## src/rtl/ssd_pkg.sv

```systemverilog
// ssd_pkg: shared seven-segment definitions for the encoder and the capture monitor.
// Segment bits are active-low, ordered bit6=a .. bit0=g.
package ssd_pkg;
  localparam int SEG_W  = 7;
  localparam int DIGITS = 4;
  localparam int SEG_A = 6;
  localparam int SEG_B = 5;
  localparam int SEG_C = 4;
  localparam int SEG_D = 3;
  localparam int SEG_E = 2;
  localparam int SEG_F = 1;
  localparam int SEG_G = 0;
  localparam logic [SEG_W-1:0] SEG_BLANK = 7'b1111111;
  localparam logic [SEG_W-1:0] SEG_TABLE [16] = '{
    7'b0000001, 7'b1001111, 7'b0010010, 7'b0000110,
    7'b1001100, 7'b0100100, 7'b0100000, 7'b0001111,
    7'b0000000, 7'b0000100, 7'b0001000, 7'b1100000,
    7'b0110001, 7'b1000010, 7'b0110000, 7'b0111000
  };
  // Index of the single set bit of a one-hot digit select.
  function automatic logic [1:0] onehot_idx(input logic [DIGITS-1:0] sel);
    return {sel[3] | sel[2], sel[3] | sel[1]};
  endfunction
endpackage

```

## src/rtl/ssd_capture_if.sv

```systemverilog
// ssd_capture_if: display bus plus monitor results.
// master drives seg_in/an_in/clr and observes results; slave is the capture block.
interface ssd_capture_if;
  import ssd_pkg::*;
  logic [SEG_W-1:0]  seg_in;
  logic [DIGITS-1:0] an_in;
  logic              clr;
  logic [15:0]       value;
  logic [DIGITS-1:0] digit_valid;
  logic [15:0]       frame_value;
  logic              frame_valid;
  logic              pattern_err;
  logic [1:0]        err_digit;
  modport master (
    output seg_in, an_in, clr,
    input  value, digit_valid, frame_value, frame_valid, pattern_err, err_digit
  );
  modport slave (
    input  seg_in, an_in, clr,
    output value, digit_valid, frame_value, frame_valid, pattern_err, err_digit
  );
endinterface

```

## src/rtl/ssd_pattern_decode.sv

```systemverilog
// ssd_pattern_decode: inverse seven-segment lookup.
// i_seg: active-low pattern; o_nibble: hex value; o_legal: pattern is one of the 16 encodings.
module ssd_pattern_decode
  import ssd_pkg::*;
(
  input  logic [SEG_W-1:0] i_seg,
  output logic [3:0]       o_nibble,
  output logic             o_legal
);
  always_comb begin
    o_nibble = '0;
    o_legal  = 1'b0;
    for (int i = 0; i < 16; i++)
      if (i_seg == SEG_TABLE[i]) begin
        o_nibble = 4'(i);
        o_legal  = 1'b1;
      end
  end
endmodule

```

## src/rtl/ssd_capture.sv

```systemverilog
// ssd_capture: samples a multiplexed 4-digit seven-segment bus and rebuilds the shown value.
// clk/rst_n: clock, async active-low reset; bus: slave side of ssd_capture_if
// (seg_in, an_in, clr in; value, digit_valid, frame_value, frame_valid, pattern_err, err_digit out).
module ssd_capture
  import ssd_pkg::*;
#(
  parameter int STABLE_CYCLES = 4
) (
  input logic         clk,
  input logic         rst_n,
  ssd_capture_if.slave bus
);
  logic [10:0]       r_prev;
  logic [7:0]        r_cnt;
  logic [15:0]       r_value;
  logic [15:0]       r_frame_value;
  logic [DIGITS-1:0] r_valid;
  logic [DIGITS-1:0] r_seen;
  logic              r_pend;
  logic              r_frame_valid;
  logic              r_err;
  logic [1:0]        r_err_digit;
  logic [10:0]       w_in;
  logic              w_same;
  logic [DIGITS-1:0] w_sel;
  logic              w_onehot;
  logic              w_commit;
  logic [1:0]        w_idx;
  logic [DIGITS-1:0] w_bit;
  logic [3:0]        w_nibble;
  logic              w_legal;
  logic [DIGITS-1:0] w_valid_base;
  logic [DIGITS-1:0] w_seen_base;
  logic [DIGITS-1:0] w_valid_next;
  logic [DIGITS-1:0] w_seen_next;
  logic [15:0]       w_value_next;
  logic              w_frame;
  logic [4:0]        w_sh;

  ssd_pattern_decode u_dec (.i_seg(bus.seg_in), .o_nibble(w_nibble), .o_legal(w_legal));

  assign w_in     = {bus.an_in, bus.seg_in};
  assign w_same   = w_in == r_prev;
  assign w_sel    = ~bus.an_in;
  assign w_onehot = (w_sel != '0) && ((w_sel & (w_sel - 4'd1)) == '0);
  // w_same guards against a stale count from the previous run matching on the first new cycle.
  assign w_commit = w_onehot && (bus.seg_in != SEG_BLANK) && w_same
                    && (r_cnt == 8'(STABLE_CYCLES - 2));
  assign w_idx    = onehot_idx(w_sel);
  assign w_bit    = 4'b0001 << w_idx;
  assign w_sh     = {1'b0, w_idx, 2'b00};

  // clr applies first; a same-cycle commit then overrides its own digit's bits.
  always_comb begin
    w_valid_base = bus.clr ? '0 : r_valid;
    w_seen_base  = bus.clr ? '0 : r_seen;
    w_valid_next = !w_commit ? w_valid_base : w_legal ? (w_valid_base | w_bit) : (w_valid_base & ~w_bit);
    w_seen_next  = !w_commit ? w_seen_base  : w_legal ? (w_seen_base | w_bit)  : (w_seen_base & ~w_bit);
    w_value_next = (w_commit && w_legal) ? ((r_value & ~(16'hF << w_sh)) | (16'(w_nibble) << w_sh)) : r_value;
    w_frame      = w_seen_next == 4'hF;
  end

  always_ff @(posedge clk or negedge rst_n) begin
    if (!rst_n) begin
      r_prev        <= 11'h7FF;
      r_cnt         <= '0;
      r_value       <= '0;
      r_frame_value <= '0;
      r_valid       <= '0;
      r_seen        <= '0;
      r_pend        <= 1'b0;
      r_frame_valid <= 1'b0;
      r_err         <= 1'b0;
      r_err_digit   <= '0;
    end else begin
      r_prev        <= w_in;
      r_cnt         <= !w_same ? 8'd0 : (r_cnt == 8'hFF) ? r_cnt : r_cnt + 8'd1;
      r_value       <= w_value_next;
      r_valid       <= w_valid_next;
      r_seen        <= w_frame ? '0 : w_seen_next;
      r_pend        <= w_frame;
      r_frame_valid <= r_pend;
      if (r_pend) r_frame_value <= r_value;
      r_err         <= (w_commit && !w_legal) || (r_err && !bus.clr);
      if (w_commit && !w_legal) r_err_digit <= w_idx;
    end
  end

  assign bus.value       = r_value;
  assign bus.digit_valid = r_valid;
  assign bus.frame_value = r_frame_value;
  assign bus.frame_valid = r_frame_valid;
  assign bus.pattern_err = r_err;
  assign bus.err_digit   = r_err_digit;
endmodule
```

## src/flat_wrapper.sv

```systemverilog
// flat-port wrapper written by rule: the top's interface ports become plain ports
module ssd_capture_flat import ssd_pkg::*;
#(
  parameter int STABLE_CYCLES = 4
)
  (clk, rst_n, bus_seg_in, bus_an_in, bus_clr, bus_value, bus_digit_valid, bus_frame_value, bus_frame_valid, bus_pattern_err, bus_err_digit);
  ssd_capture_if bus_i ();
  input logic clk;
  input logic rst_n;
  input wire logic [$bits(bus_i.seg_in)-1:0] bus_seg_in;
  input wire logic [$bits(bus_i.an_in)-1:0] bus_an_in;
  input wire logic [$bits(bus_i.clr)-1:0] bus_clr;
  output wire logic [$bits(bus_i.value)-1:0] bus_value;
  output wire logic [$bits(bus_i.digit_valid)-1:0] bus_digit_valid;
  output wire logic [$bits(bus_i.frame_value)-1:0] bus_frame_value;
  output wire logic [$bits(bus_i.frame_valid)-1:0] bus_frame_valid;
  output wire logic [$bits(bus_i.pattern_err)-1:0] bus_pattern_err;
  output wire logic [$bits(bus_i.err_digit)-1:0] bus_err_digit;
  assign bus_i.seg_in = bus_seg_in;
  assign bus_i.an_in = bus_an_in;
  assign bus_i.clr = bus_clr;
  assign bus_value = bus_i.value;
  assign bus_digit_valid = bus_i.digit_valid;
  assign bus_frame_value = bus_i.frame_value;
  assign bus_frame_valid = bus_i.frame_valid;
  assign bus_pattern_err = bus_i.pattern_err;
  assign bus_err_digit = bus_i.err_digit;
  ssd_capture #(.STABLE_CYCLES(STABLE_CYCLES)) u_core (.clk(clk), .rst_n(rst_n), .bus(bus_i));
endmodule
```

## config.mk

```make
export PLATFORM = sky130hd
export DESIGN_NAME = ssd_capture_flat
export DESIGN_NICKNAME = d
export VERILOG_FILES = /design/src/rtl/ssd_pkg.sv /design/src/rtl/ssd_capture_if.sv /design/src/rtl/ssd_pattern_decode.sv /design/src/rtl/ssd_capture.sv /design/src/flat_wrapper.sv
export SDC_FILE = /design/constraint.sdc
export NUM_CORES = 1
export LEC_CHECK = 0
export BUFFER_PORTS_ARGS = -buffer_cell sky130_fd_sc_hd__buf_2
export CAP_MARGIN = 20
export CORE_ASPECT_RATIO = 0.5
export CORE_MARGIN = 2
export CORE_UTILIZATION = 55
export CTS_BUF_LIST = sky130_fd_sc_hd__clkbuf_16
export CTS_CLUSTER_SIZE = 25
export DETAILED_ROUTE_END_ITERATION = 10
export MAX_ROUTING_LAYER = met4
export PLACE_DENSITY = 0.87
export SLEW_MARGIN = 10
export SYNTH_ARGS = -nofsm -noshare
export SYNTH_HDL_FRONTEND = slang
export SYNTH_HIERARCHICAL = 1
export SYNTH_SLANG_ARGS = --single-unit
```

## constraint.sdc

```tcl
create_clock -name clk -period 6.05 [get_ports clk]
set_input_delay 0.3025 -clock clk [delete_from_list [all_inputs] [get_ports clk]]
set_output_delay 0.3025 -clock clk [all_outputs]
set_load 0.02 [all_outputs]
```

==> results of run 1 <==
[cells by family after synthesis]
family	Yosys count
adders and majority gates	2
buffers and inverters	19
AOI/OAI and AO/OA	36
DFF	64
and+or+nand+nor	91
xor gates and xnor gates	17
muxes	34
[worst max-delay path: stages, from the launching register on]
cell	delay, ns
dfstp_2	0.52
xor2_1	0.06
nor4_1	0.38
nand3_2	0.33
nor3b_2	0.49
and3_1	0.38
mux2_2	0.38
[Yosys cell counts (3+ instances only)]
library cell and count:
a211oi_1 3, a21o_1 5, a21oi_1 6, and3_1 9, and3b_1 3, and4_1 3, buf_2 4, clkbuf_1 6
dfrtp_1 53, dfstp_2 11, inv_1 3, mux2_2 34, nand2_1 15, nand3_1 10, nand4_1 7, nor2_1 18
nor3_1 10, o21ai_0 5, xor2_1 15
[worst min-delay path by stage]
stage	slack [ns]	cells past startpoint	end	startpoint
detailed placement	0.46	1	u_core/r_prev[7]$_DFF_PN1_	bus_an_in[0]
finish	0.13	1	u_core/r_prev[7]$_DFF_PN1_	bus_an_in[0]
global placement	0.45	1	u_core/r_prev[7]$_DFF_PN1_	bus_an_in[0]
floorplan	0.007	0	u_core/bus.digit_valid[0]$_DFF_PN0_	rst_n
global route	0.12	1	u_core/r_prev[7]$_DFF_PN1_	bus_an_in[0]
CTS	0.12	1	u_core/r_prev[7]$_DFF_PN1_	bus_an_in[0]
[registers in the layout (all words and copies together) (netlist names)]
signal,flops
u_core/bus.value,16
u_core/bus.err_digit,2
u_core/bus.digit_valid,4
u_core/r_pend,1
u_core/r_seen,4
u_core/r_cnt,8
u_core/bus.frame_value,16
u_core/bus.pattern_err,1
u_core/r_prev,11
u_core/bus.frame_valid,1
[report_power, final]
group	switching, mW	leakage (nW)	internal [mW]
combinational	0.0363	0.850	0.0144
sequential	0.00158	0.857	0.436
clock	0.163	0.123	0.264
[stage by stage]
stage	cell area, µm²	utilization	total power [mW]
4_1_cts	3580	0.660	0.925
6_report	3580	0.660	0.915
5_1_grt	3580	0.660	0.952
2_1_floorplan	3060	-	0.472
3_3_place_gp	3330	0.615	0.491
3_5_place_dp	3330	0.615	0.494
[layout make-up]
class,count,area (µm²),area share
Sequential cell,64,1620,0.452
Multi-Input combinational cell,180,1340,0.376
Timing Repair Buffer,54,273,0.0763
Clock buffer,9,225,0.0630
Tap cell,73,91.3,0.0255
Clock inverter,4,16.3,0.00455
Inverter,3,11.3,0.00315
[layer usage]
| metal | vias to the layer above | global-route usage |
|---|---|---|
| met3 | 26 | 0.0894 |
| met1 | 1160 | 0.305 |
| met4 | 0 | 0.0633 |
| met2 | 114 | 0.406 |
| li1 | 1045 | - |
| met5 | - | - |
==> results.json, run 1 <==
{
  "status": "finished, final reports clean",
  "stdcell_count": 387,
  "path_clk_slew_ns": 0.05,
  "area_delta_synth_final_pct": 17.0,
  "postCtsSetupBuffers": 0,
  "p_leak_nw": 1.83,
  "htreeDepth": 3,
  "synth.largest_area_cell": "dfrtp_1",
  "synth.area.mux_share": 0.125,
  "seq_area_frac_synth": 0.528,
  "ios": 54,
  "fill_cells": 380,
  "fmax_mhz": 376,
  "diodes": 0,
  "skew_ns": 0.00537,
  "overflow": 0,
  "period_share": 0.440,
  "grt_pass1_wl_um": 11300,
  "grt_max_degree": 65,
  "placed_cells": 374,
  "num_rows": 19,
  "drv_slew": 0,
  "routed.top_layer": "met4",
  "synth.area.top_cells": "dfrtp_1 (43%), mux2_2 (13%), dfstp_2 (9.5%), xor2_1 (4.3%), nor2_1 (2.2%)",
  "clk-insertion-delay-late_ns": 0.32,
  "reg2reg_depth": 6,
  "ys_seq_elements": 64,
  "antenna_found_initial": 0,
  "pre_cts_slack_ns": 3.25,
  "cts-resized-gates": 0,
  "cp.arrival_ns": 2.87,
  "hold_viol_final": 0,
  "synth-async-reset-ratio": 1.00,
  "synth-xor-area-share": 0.0487,
  "endpoint": "u_core/bus.value[15]$_DFFE_PN0P_",
  "dieArea_um2": 6210,
  "syn-mean-instance-area_um2": 11.6,
  "yosys_warnings": 6,
  "coreArea_um2": 5420,
  "reg2reg_to": "u_core/bus.value[15]$_DFFE_PN0P_",
  "die_y_um": 56.7,
  "dr_total_vias": 2345,
  "ant_nets": 0,
  "grt_pass1_vias": 2278,
  "clkSinkCount": 64,
  "fin_crit_ns": 2.66,
  "cts_hold_buf": 0,
  "worst_setup_path_end_kind": "flip-flop",
  "cts_buffers": 9,
  "crit_start": "u_core/r_prev[6]$_DFF_PN1_",
  "peakVddDrop_v": 0.000156,
  "nNetsFinal": 328,
  "startpoint_type": "flip-flop",
  "synthDistinctLibCells": 50,
  "r2r_slack_ns": 3.39,
  "vias_per_cell": 6.06,
  "cap_violations": 0,
  "whs_ns": 0.128,
  "clk_path_buf_depth": 2,
  "dr.first_iter.drc_count": 315,
  "synth_compound_area_frac": 0.0884,
  "yosysTopAreaCellShare": 0.434,
  "die_w_um": 109,
  "max-slew-margin-rel": 0.410,
  "powerDensity_nw_per_um2": 256,
  "fin_setup_tns_ns": 0,
  "layout_common_cells": "buf_2 (53), dfrtp_1 (53), mux2_2 (34), nor2_1 (18)",
  "wirelength_um": 6870,
  "dpl.hpwl_um": 4570,
  "drt_pre_antenna_iters": 6,
  "worst_slew_pin_slew_ns": 0.873,
  "drive_above_1_share": 0.369,
  "synth_edf_count": 0,
  "synth.net_count": 279,
  "worstPathRequired_ns": 6.25,
  "cts_tree": "done",
  "yosys.area_share.simple": 0.169,
  "initial_core_util": 0.564,
  "track_usage": 0.252,
  "fin_ws_ns": 3.39,
  "io_buffers": 53,
  "yosys_most_used_dff": "dfrtp_1",
  "routedWlPerCell_um": 17.7,
  "synth_top_family_by_area": "simple AND/OR/NAND/NOR gates",
  "place_congestion": 0.947,
  "wl_met1_um": 2790,
  "cts_root_buf": "clkbuf_16",
  "setup_viol": 0,
  "cp_max_fo": 13,
  "wl_met3_um": 486,
  "r2r_start": "u_core/r_prev[6]$_DFF_PN1_",
  "syn_inst": 263,
  "drc": 0,
  "critPathKind": "flip-flop to flip-flop",
  "hp-class": "input port to flip-flop",
  "syn-cell-area_um2": 3060,
  "wl_met2_um": 3420,
  "synthAdderAreaFrac": 0.00819,
  "rsz0062_at_grt": "no"
}
Note: power is estimated with default switching activity, not from simulation.
==> run 2: changes to the inputs <==
==> constraint.sdc (replaced) <==
create_clock -name clk -period 2.5 [get_ports clk]
set_input_delay 0.125 -clock clk [delete_from_list [all_inputs] [get_ports clk]]
set_output_delay 0.125 -clock clk [all_outputs]
set_load 0.02 [all_outputs]
==> results.json, run 2 (synthesis results as in run 1) <==
{
  "fill_cells": 353,
  "fin_crit_ns": 2.45,
  "num_rows": 19,
  "peakVddDrop_v": 0.000469,
  "path_clk_slew_ns": 0.05,
  "fmax_mhz": 409,
  "wirelength_um": 7220,
  "final_core_util": 0.703,
  "worst_setup_path_end_kind": "flip-flop",
  "stdcell_count": 412,
  "placed_cell_area_um2": 3420,
  "worstPathRequired_ns": 2.77,
  "diodes": 0,
  "cp.arrival_ns": 2.71,
  "max-slew-margin-rel": 0.516,
  "clkSinkCount": 64,
  "p_leak_nw": 1.95,
  "grt_pass1_wl_um": 11700,
  "cts_root_buf": "clkbuf_16",
  "crit_path_top_delay_cell": "o311ai_0",
  "ios": 54,
  "clk-insertion-delay-late_ns": 0.33,
  "powerDensity_nw_per_um2": 613,
  "drv_slew": 0,
  "grt_max_degree": 34,
  "htreeDepth": 3,
  "cts_buffers": 9,
  "cp_slowest_stage_delay_ns": 0.59,
  "register_area_um2": 1620,
  "cts_tree": "done",
  "nNetsFinal": 350,
  "coreArea_um2": 5420,
  "status": "finished, final reports clean",
  "fin_setup_tns_ns": 0,
  "layout_common_cells": "buf_2 (53), dfrtp_1 (53), mux2_2 (34), nor2_1 (18)",
  "initial_core_util": 0.564,
  "placed_cells": 385,
  "setup_viol": 0,
  "place_congestion": 1.01,
  "drive_above_1_share": 0.404,
  "ant_nets": 0,
  "hp-class": "input port to flip-flop",
  "antenna_found_initial": 0,
  "dpl.hpwl_um": 4730,
  "die_w_um": 109,
  "design_area_um2": 3810,
  "dr_total_vias": 2417,
  "hold_viol_final": 0,
  "die_y_um": 56.7,
  "drt_pre_antenna_iters": 5,
  "crit_chain": "dlygate4sd3_1 -> buf_2 -> xor2_1 -> nor4_4 -> nand3_2 -> buf_4 -> o311ai_0 -> and2_4 -> o32a_1",
  "track_usage": 0.258,
  "overflow": 0,
  "cap_violations": 0,
  "multi_input_area_um2": 1360,
  "io_buffers": 53,
  "area_delta_synth_final_pct": 24.7,
  "whs_ns": 0.0467,
  "drc": 0,
  "dr.first_iter.drc_count": 271,
  "routedWlPerCell_um": 17.5,
  "skew_ns": 0.00568,
  "vias_per_cell": 5.87,
  "clk_path_buf_depth": 2,
  "grt_pass1_vias": 2282,
  "dieArea_um2": 6210,
  "critPathKind": "input port to flip-flop",
  "cp_max_fo": 8,
  "period_share": 0.978,
  "worst_slew_pin_slew_ns": 0.725,
  "startpoint_type": "input port"
}
==> run 2: cell count changes in the layout (fill, tap and decap cells not counted), moves of 2 or more <==
cell           delta
buf_4            +12
dlygate4sd3_1    +10
and3_1            -3
and3_2            +3
clkinvlp_4        +2
inv_6             +2
==> run 2: stage by stage <==
stage	setup WS, ns	power [mW]
3_5_place_dp	0.00346	1.20
2_1_floorplan	0.148	1.14
3_3_place_gp	0.0730	1.20
6_report	0.0548	2.34
5_1_grt	-0.151	2.41
4_1_cts	0.0752	2.34
==> run 2: area by class of cell <==
cell class,instances,share of cell area
Clock buffer,9,0.0591
Clock inverter,7,0.0121
Inverter,3,0.00295
Multi-Input combinational cell,180,0.357
Sequential cell,64,0.424
Tap cell,73,0.0240
Timing Repair Buffer,76,0.121
==> run 2: timing repair <==
| item | in CTS | in global routing |
|---|---|---|
| hold buffers | 10 | 0 |
| gates resized for setup | 0 | 5 |
| setup endpoints to repair | 0 | 17 |
| hold endpoints to repair | 29 | 0 |
| buffers inserted | 0 | 1 |
==> run 2: metal layers <==
layer / vias up / GRT usage / wire length, µm
li1: 1094 / - / -
met1: 1175 / 0.338 / 3130
met2: 127 / 0.394 / 3420
met3: 21 / 0.0767 / 537
met4: 0 / 0.0705 / 136
met5: - / - / 0
==> run 2: final timing paths <==
| check | slack (ns) | cells past startpoint | to | startpoint |
|---|---|---|---|---|
| hold reg to reg | 0.48 | 1 | u_core/bus.digit_valid[3]$_DFF_PN0_ | u_core/bus.digit_valid[3]$_DFF_PN0_ |
| hold / removal | 0.05 | 1 | u_core/r_prev[2]$_DFF_PN1_ | bus_seg_in[2] |
| min in group asynchronous | 0.40 | 2 | u_core/bus.frame_value[0]$_DFFE_PN0P_ | rst_n |
| setup / recovery | 0.05 | 9 | u_core/r_seen[2]$_DFF_PN0_ | bus_an_in[1] |
| setup reg to reg | 0.06 | 7 | u_core/r_seen[2]$_DFF_PN0_ | u_core/r_prev[5]$_DFF_PN1_ |
| max in group asynchronous | 1.39 | 3 | u_core/bus.value[10]$_DFFE_PN0P_ | rst_n |
==> run 2: critical path, delay by kind of cell <==
family | cells | cell delay, ns
buffers and inverters | 3 | 0.91
and+or+nand+nor | 3 | 0.76
AOI/OAI and AO/OA | 2 | 0.74
xor gates and xnor gates | 1 | 0.19
==> run 2: power by group <==
part | internal [mW] | switching (mW)
clock | 0.669 | 0.464
combinational | 0.0518 | 0.0942
sequential | 1.05 | 0.00403
